$ cat src/rtl/instr_fetch.sv
// instr_fetch: in-order instruction fetch over a req/gnt + rvalid port, credit-limited FIFO, redirect flush.
// Optional IFETCH_ALIGN_CHECK_EN: misaligned redirect sets misalign and halts issue until an aligned redirect.
module instr_fetch #(
    parameter logic [31:0] RESET_PC   = 32'h0000_0000,
    parameter int          FIFO_DEPTH = 2
) (
    input  logic        clk,
    input  logic        reset_n,
    output logic        mem_req,
    output logic [31:0] mem_addr,
    input  logic        mem_gnt,
    input  logic        mem_rvalid,
    input  logic [31:0] mem_rdata,
    input  logic        redirect_valid,
    input  logic [31:0] redirect_pc,
    output logic        instr_valid,
    input  logic        instr_ready,
    output logic [31:0] instr,
    output logic [31:0] instr_pc
`ifdef IFETCH_ALIGN_CHECK_EN
    ,
    output logic        misalign
`endif
);
    localparam int PW = $clog2(FIFO_DEPTH);
    localparam int CW = PW + 2;
    logic [31:0] fetch_pc, resp_pc, target;
    logic [31:0] data_q [FIFO_DEPTH];
    logic [31:0] pc_q [FIFO_DEPTH];
    logic [PW-1:0] rd_ptr, wr_ptr;
    logic [CW-1:0] count, outstanding, count_n, outstanding_n;
    logic [15:0] discard, discard_n;
    logic acc, keep, drop, push, pop, halt_n;

`ifdef IFETCH_ALIGN_CHECK_EN
    assign target = redirect_pc;
    assign halt_n = redirect_valid ? |redirect_pc[1:0] : misalign;
    always_ff @(posedge clk or negedge reset_n)
        if (!reset_n) misalign <= 1'b0;
        else misalign <= halt_n;
`else
    assign target = redirect_pc & 32'hFFFF_FFFC;
    assign halt_n = 1'b0;
`endif

    assign mem_addr    = fetch_pc;
    assign instr_valid = count != '0;
    assign instr       = instr_valid ? data_q[rd_ptr] : 32'd0;
    assign instr_pc    = instr_valid ? pc_q[rd_ptr] : 32'd0;

    // outstanding counts live reads only; reads orphaned by a redirect move into discard
    always_comb begin
        acc           = mem_req && mem_gnt;
        keep          = mem_rvalid && discard == '0;
        drop          = mem_rvalid && discard != '0;
        push          = keep && !redirect_valid;
        pop           = instr_valid && instr_ready && !redirect_valid;
        count_n       = redirect_valid ? '0 : count + CW'(push) - CW'(pop);
        outstanding_n = redirect_valid ? '0 : outstanding + CW'(acc) - CW'(keep);
        discard_n     = redirect_valid ? discard + 16'(outstanding) + 16'(acc) - 16'(mem_rvalid)
                                       : discard - 16'(drop);
    end

    always_ff @(posedge clk or negedge reset_n) begin
        if (!reset_n) begin
            fetch_pc    <= RESET_PC;
            resp_pc     <= RESET_PC;
            mem_req     <= 1'b0;
            count       <= '0;
            outstanding <= '0;
            discard     <= '0;
            rd_ptr      <= '0;
            wr_ptr      <= '0;
        end else begin
            mem_req     <= !redirect_valid && !halt_n && (count_n + outstanding_n) < CW'(FIFO_DEPTH);
            count       <= count_n;
            outstanding <= outstanding_n;
            discard     <= discard_n;
            if (redirect_valid) begin
                fetch_pc <= target;
                resp_pc  <= target;
                rd_ptr   <= '0;
                wr_ptr   <= '0;
            end else begin
                if (acc) fetch_pc <= fetch_pc + 32'd4;
                if (push) begin
                    resp_pc <= resp_pc + 32'd4;
                    wr_ptr  <= wr_ptr + PW'(1);
                end
                if (pop) rd_ptr <= rd_ptr + PW'(1);
            end
        end
    end

    always_ff @(posedge clk)
        if (push) begin
            data_q[wr_ptr] <= mem_rdata;
            pc_q[wr_ptr]   <= resp_pc;
        end
endmodule

$ cat config.mk
export PLATFORM = sky130hd
export DESIGN_NAME = instr_fetch
export DESIGN_NICKNAME = d
export VERILOG_FILES = /design/src/rtl/instr_fetch.sv
export SDC_FILE = /design/constraint.sdc
export NUM_CORES = 1
export LEC_CHECK = 0
export CAP_MARGIN = 30
export CORE_AREA = 2 2 191 193
export DETAILED_ROUTE_END_ITERATION = 6
export DIE_AREA = 0 0 193 195
export GPL_TIMING_DRIVEN = 0
export PLACE_DENSITY = 0.45
export SLEW_MARGIN = 20
export SYNTH_ARGS = -nofsm -noshare
export SYNTH_HDL_FRONTEND = slang
export SYNTH_SLANG_ARGS = --single-unit
$ cat constraint.sdc
create_clock -name clk -period 5.7 [get_ports clk]
set_input_delay 1.14 -clock clk [delete_from_list [all_inputs] [get_ports clk]]
set_output_delay 1.14 -clock clk [all_outputs]
set_load 0.01 [all_outputs]
==> results of run 1 <==
[through the flow]
step                      instances  setup WS [ps]  util (%)
after floorplan                 872          785.3         -
after global placement         1493          -1928     35.99
after detailed placement       1499          786.3     36.39
after CTS                      1547           1350     39.04
after global routing           1547           1171     39.04
final                          1547           1385     39.04
[registers in the layout, summed over array words and instances, names as in the netlist, 3 cells and up]
| register | flops |
|---|---|
| pc_q | 60 |
| mem_addr | 30 |
| data_q | 64 |
| outstanding | 3 |
| count | 3 |
| discard | 16 |
| resp_pc | 30 |
[kinds of logic (layout without fill, tap and decap cells)]
kind of cell,after synthesis,in the layout,synth area share (%)
simple gates,262,262,12.85
mux,108,108,10.73
compound gates,74,74,4.673
flops,209,209,55.46
buf+inv,80,294,3.013
other cells,1,4,0.03555
xor+xnor,88,88,7.306
fa+ha+maj,47,47,5.930
[metal layers]
layer / track usage (%) / wire length (microns) / vias up
li1: - / - / 3457
met1: 20.48 / 13120 / 3408
met2: 23.95 / 12960 / 155
met3: 2.714 / 1505 / 36
met4: 3.760 / 674 / 0
met5: 0 / 0 / -
[cell type report]
class | count | area (sq um) | share of cell area (%)
Buffer | 31 | 133.9 | 0.9689
Clock buffer | 33 | 696.9 | 5.044
Clock inverter | 15 | 240.2 | 1.739
Inverter | 49 | 183.9 | 1.331
Multi-Input combinational cell | 583 | 4409 | 31.91
Sequential cell | 209 | 5851 | 42.34
Tap cell | 461 | 576.8 | 4.175
Timing Repair Buffer | 166 | 1725 | 12.49
[final timing paths]
kind                       cells past startpoint  slack (ps)                     from                        to
setup / recovery                              13        1390           redirect_valid         mem_req$_DFF_PN0_
hold / removal                                 1         500                  reset_n  mem_addr[15]$_DFFE_PN0N_
setup reg to reg                              15        1810     discard[8]$_DFF_PN0_         mem_req$_DFF_PN0_
hold reg to reg                                0         510  resp_pc[16]$_DFFE_PN0N_     pc_q[0][16]$_DFFE_PP_
max in group asynchronous                      2        4580                  reset_n    resp_pc[9]$_DFFE_PN0N_
min in group clk                               0         510  resp_pc[16]$_DFFE_PN0N_     pc_q[0][16]$_DFFE_PP_
[cell usage in the layout (no fill, tap or decap), types with 5 or more instances in the layout]
master / instances
dfrtp_1: 85
buf_4: 5
nor3_1: 7
nand3_1: 34
xor2_1: 31
a21oi_1: 22
nand2b_1: 9
o21ai_0: 18
nor2b_1: 9
inv_1: 48
clkbuf_1: 20
edfxtp_1: 124
and3_1: 12
nor2_1: 99
mux2_2: 41
nand2_1: 42
mux2i_1: 67
buf_1: 10
nand4_1: 14
clkbuf_16: 26
bufinv_16: 6
clkdlybuf4s50_1: 159
xnor2_1: 57
ha_1: 42
fa_1: 5
[worst max-delay path, delay by kind of cell]
kind	cells	cell delay, ps
simple gates	3	760
fa+ha+maj	4	1340
buf+inv	5	1360
xor+xnor	1	130
[power groups by stage]
stage,sequential [mW],clock [mW],combinational (mW)
final,1.85,1.77,1.56
after global routing,1.87,1.88,1.74
after floorplan,1.85,0,1.14
after detailed placement,1.88,0,1.57
after global placement,1.88,0,1.56
after CTS,1.85,1.83,1.57
==> run metrics, run 1 <==
Worst Setup Path Type input port to flip-flop; top-count cell post-synth edfxtp_1; nets@finish 1183; synthesis-stage register bit count 209; CTS tree done; CTS H-Tree Depth 1; RSZ-0062 raised after global routing false; grt ovf 0; layout cell share with drive strength beyond 1 11.33%; Clock power frac 34.3%; WL final 28250 microns; Yosys cell types 63; area share of the largest cell type after synthesis 35.30%; max-capacitance violation count 0; Initial DRT Pass Iterations 4; TritonCTS Sinks 209; Core ar. 0.03540 sq mm; Resize count post-CTS 0; Final min period 4315 ps; setup tns final 0 ps; Synth warnings 0; Hold Violations, Final 0; Gate power share 30.1%; drt initial violations 316; status finished clean; die width 193 microns; WHS 500.7 ps; clk slew on worst S/H paths 60 ps; Reg power frac 35.7%; Synth top cells by count 124 x edfxtp_1, 100 x nor2_1, 85 x dfrtp_1; CTS Buf Count 26; Final setup viols 0; top_reg_cell synth edfxtp_1; Syn Inst Count 869; routed vias 7056; Tcrit/Tclk final 75.70%; Post-Syn Area 0.01055 sq mm; NetSw 1.609 mW; root buffer cell clkbuf_16; largest net degree at the start of global routing 56; placed cell area 0.01288 sq mm; peak supply drop 0.2604 mV; RePlAce Congestion 0.8355; top cells by area, synth edfxtp_1 35%, dfrtp_1 20%, mux2i_1 6.4%; Power Dens Cells 375.0 mW/mm^2; num ports 168; switch share 31.05%; WL per Instance 18.26 microns; Post-Layout Inst Area 0.01382 sq mm; ant diodes 0; Post-synth EDFFs 124; total power 5.182 mW; wire length of the first global-routing pass 42340 microns; f_max 231.8 MHz; average instance area after synthesis 12.14 sq um; Critical Path AT 4730 ps; Worst Clk Skew 13.91 ps; Total GRT Usage 14.82%; register area share after synthesis 55.46%; drc violations 0; relative slew slack 40.50%; CP Cell Sequence clkbuf_1 -> inv_2 -> clkbuf_1 -> nand2_1 -> ha_1 -> inv_1 -> ha_1 -> inv_1 -> fa_1 -> or2_2 -> fa_1 -> xnor2_1 -> and3_1; die span in y 195 microns; dpl hpwl 21020 microns; area grow syn2layout 30.98%; worst-path fanout max 10; initial antenna violation count 0; post-route ant nets 0; total internal power 3.572 mW; slowest CP cell clkbuf_1; hold_buf cts 0; via count of the first global-routing pass 7027; Initial Utilization 29.80%; FILL cells 3495; Synth async-reset ratio 40.67%; Hold WC Path Type input port to async pin; Worst-Skew Late Latency 530 ps; Vias per Instance 4.561; crit-path max cell delay 620 ps; CP Capture Type flip-flop; Worst Max-Slew Pin Slew 885.9 ps; Post-CTS Setup Bufs 0; Site Rows 69; P_leak 5.015 nW; largest area contributor in the netlist edfxtp_1; Port Buffer Count 160; Final Slew Violations 0; Startpoint Class input port; Clock Path Buffers 3; die area 0.03764 sq mm; Crit path required time 6110 ps
No activity file was read; power rests on OpenSTA's default activity.
==> run 2: changes to the inputs <==
==> constraint.sdc (replaced) <==
create_clock -name clk -period 4.5 [get_ports clk]
set_input_delay 0.9 -clock clk [delete_from_list [all_inputs] [get_ports clk]]
set_output_delay 0.9 -clock clk [all_outputs]
set_load 0.01 [all_outputs]
==> run 2 against run 1 <==
Against the previous run:
- sequential power rose by 26%
- total power increased by 23%
- wire length up 0.19%
- global-route usage rose by 0.24 points
- clock power rose by 15%
- worst hold slack worse by 230 ps
- design area decreased by 0.96%
- combinational power grew 27%
- setup slack worse by 930 ps
- non-clock buffer count is 1 lower
==> run metrics, run 2 (synthesis gave the netlist of run 1 again) <==
status finished clean; Final Slew Violations 0 (unchanged); reg2reg end mem_req$_DFF_PN0_; CP Cell Sequence clkbuf_1 -> inv_2 -> clkbuf_1 -> nand2_1 -> ha_1 -> inv_1 -> ha_1 -> inv_1 -> fa_1 -> or2_2 -> fa_1 -> xnor2_1 -> and3_1; Worst Setup Path Type input port to flip-flop; TritonCTS Sinks 209 (unchanged); Worst-Skew Late Latency 530 ps (about the same); hold_buf cts 0 (unchanged); Worst Clk Skew 20.65 ps (+6.740 ps); ant diodes 0 (unchanged); WL per Instance 18.33 microns (+0.38%); Post-CTS Setup Bufs 0 (unchanged); Port Buffer Count 160 (unchanged); CTS Buf Count 26 (unchanged); total internal power 4.325 mW (+21%); num ports 168 (unchanged); leading cell type in the layout, fill and taps excluded clkdlybuf4s50_1; Final min period 4044 ps; drc violations 0 (unchanged); RSZ-0062 raised after global routing false; flop-to-flop setup slack 620 ps (-1190 ps); root buffer cell clkbuf_16; worst-path fanout max 10 (unchanged); P_leak 4.962 nW (-1.1%); max-capacitance violation count 0 (unchanged); FILL cells 3487 (-0.23%); NetSw 2.026 mW (+26%); Clock Path Buffers 3 (unchanged); Largest register FFs 64 (unchanged); Post-Layout Inst Area 0.01368 sq mm (-0.96%); Core ar. 0.03540 sq mm (unchanged); Site Rows 69 (unchanged); Power Dens Cells 464.1 mW/mm^2 (+24%); relative slew slack 37.60% (-2.9 points); clk slew on worst S/H paths 60 ps (about the same); Reg power frac 36.9% (+1.2 points); peak supply drop 0.2358 mV (-9.5%); crit-path max cell delay 570 ps (-50 ps); CTS tree done; Worst Max-Slew Pin Slew 936.0 ps (+50.14 ps); routed vias 7073 (+0.24%); total power 6.351 mW (+23%); beginning of the critical path redirect_valid; RePlAce Congestion 0.8560 (+2.5%); slowest CP cell clkbuf_1; nets@finish 1182 (-0.085%); Hold WC Path Type input port to async pin; initial antenna violation count 0 (unchanged); largest net degree at the start of global routing 56 (unchanged); f_max 247.3 MHz; Clock power frac 31.9% (-2.4 points); Top reg by flops data_q; switch share 31.90% (+0.85 points); Initial DRT Pass Iterations 5 (+1); Startpoint Class input port; Tcrit/Tclk final 89.86%; wire length of the first global-routing pass 43270 microns (+2.2%); Total GRT Usage 15.06% (+0.24 points); die area 0.03764 sq mm (unchanged); die width 193 microns (unchanged); Reg-to-Reg Start discard[8]$_DFF_PN0_; drt initial violations 284 (-10%); Hold Violations, Final 0 (unchanged); setup tns final 0 ps (unchanged); most frequent cells in the layout 159 x clkdlybuf4s50_1, 124 x edfxtp_1, 99 x nor2_1; via count of the first global-routing pass 7293 (+3.8%); Final setup viols 0 (unchanged); CTS H-Tree Depth 1 (unchanged); dpl hpwl 21100 microns (+0.40%); layout cell share with drive strength beyond 1 10.99% (-0.34 points); post-route ant nets 0 (unchanged); Initial Utilization 29.80% (unchanged); CP Capture Type flip-flop; critical path endpoint mem_req$_DFF_PN0_; Critical Path AT 4450 ps (-280 ps); Crit path required time 4900 ps (-1210 ps); Worst Reg-to-Reg Cells 15 (unchanged); Vias per Instance 4.581 (+0.44%); die span in y 195 microns (unchanged); area grow syn2layout 29.72%; largest registers data_q: 64 flops, pc_q: 60 flops; Gate power share 31.2% (+1.1 points); grt ovf 0 (unchanged); WL final 28310 microns (+0.19%); Resize count post-CTS 0 (unchanged); placed cell area 0.01285 sq mm (-0.21%)
==> run 2: cell types whose count changed in the layout (fill, tap and decap cells not counted), sizes merged <==
| cell | delta |
|---|---|
| clkinv | +1 |
| bufinv | -4 |
| buf | -1 |
| clkbuf | +2 |
| clkinvlp | -1 |
==> run 2: worst min path at each step <==
stage | start | end | slack [ps] | cells after the start
detailed placement | resp_pc[31]$_DFFE_PN0N_ | pc_q[0][31]$_DFFE_PP_ | 500 | 0
global placement | resp_pc[31]$_DFFE_PN0N_ | pc_q[0][31]$_DFFE_PP_ | 490 | 0
finish | reset_n | mem_addr[14]$_DFFE_PN0N_ | 270 | 1
CTS | reset_n | mem_addr[18]$_DFFE_PN0N_ | 260 | 1
global route | reset_n | mem_addr[18]$_DFFE_PN0N_ | 280 | 1
floorplan | resp_pc[31]$_DFFE_PN0N_ | pc_q[0][31]$_DFFE_PP_ | 460 | 0
==> run 2: power groups by stage <==
stage	logic, mW	registers, mW	clock network (mW)
after floorplan	1.44	2.35	0
after global placement	1.98	2.38	0
after detailed placement	1.99	2.38	0
after CTS	2.00	2.35	2.08
after global routing	2.23	2.37	2.16
final	1.98	2.34	2.03
==> run 2: worst max-delay path: cells and delay by family <==
kind | cells | cell delay (ps)
xor+xnor | 1 | 130
buf+inv | 5 | 1300
fa+ha+maj | 4 | 1350
simple gates | 3 | 750
==> run 2: routing by layer <==
metal	routed length [microns]	vias to the layer above	track usage (%)
met4	395	0	3.030
met3	1567	31	2.426
met1	12910	3420	20.34
met2	13430	168	25.47
li1	-	3454	-
met5	0	-	0
==> run 2: cell type report <==
cell class                 count  area [sq um]  share of cell area (%)
clock inverter                11         106.4                  0.7772
inverter                      49         183.9                   1.344
tap                          461         576.8                   4.215
buffer                        31         133.9                  0.9783
clock buffer                  35         725.7                   5.303
multi-input combinational    583          4409                   32.22
timing repair buffer         165          1698                   12.41
sequential                   209          5851                   42.75
==> run 2: per-stage QoR <==
| step | std cells | utilization (%) | worst slack, ps | hold WS [ps] |
|---|---|---|---|---|
| after detailed placement | 1498 | 36.31 | -194.1 | 501.7 |
| after CTS | 1544 | 38.66 | 336.0 | 264.1 |
| after global placement | 1493 | 36.00 | -1292 | 493.6 |
| after floorplan | 872 | - | 834.9 | 462.8 |
| after global routing | 1544 | 38.66 | 189.0 | 283.2 |
| final | 1544 | 38.66 | 456.1 | 268.3 |
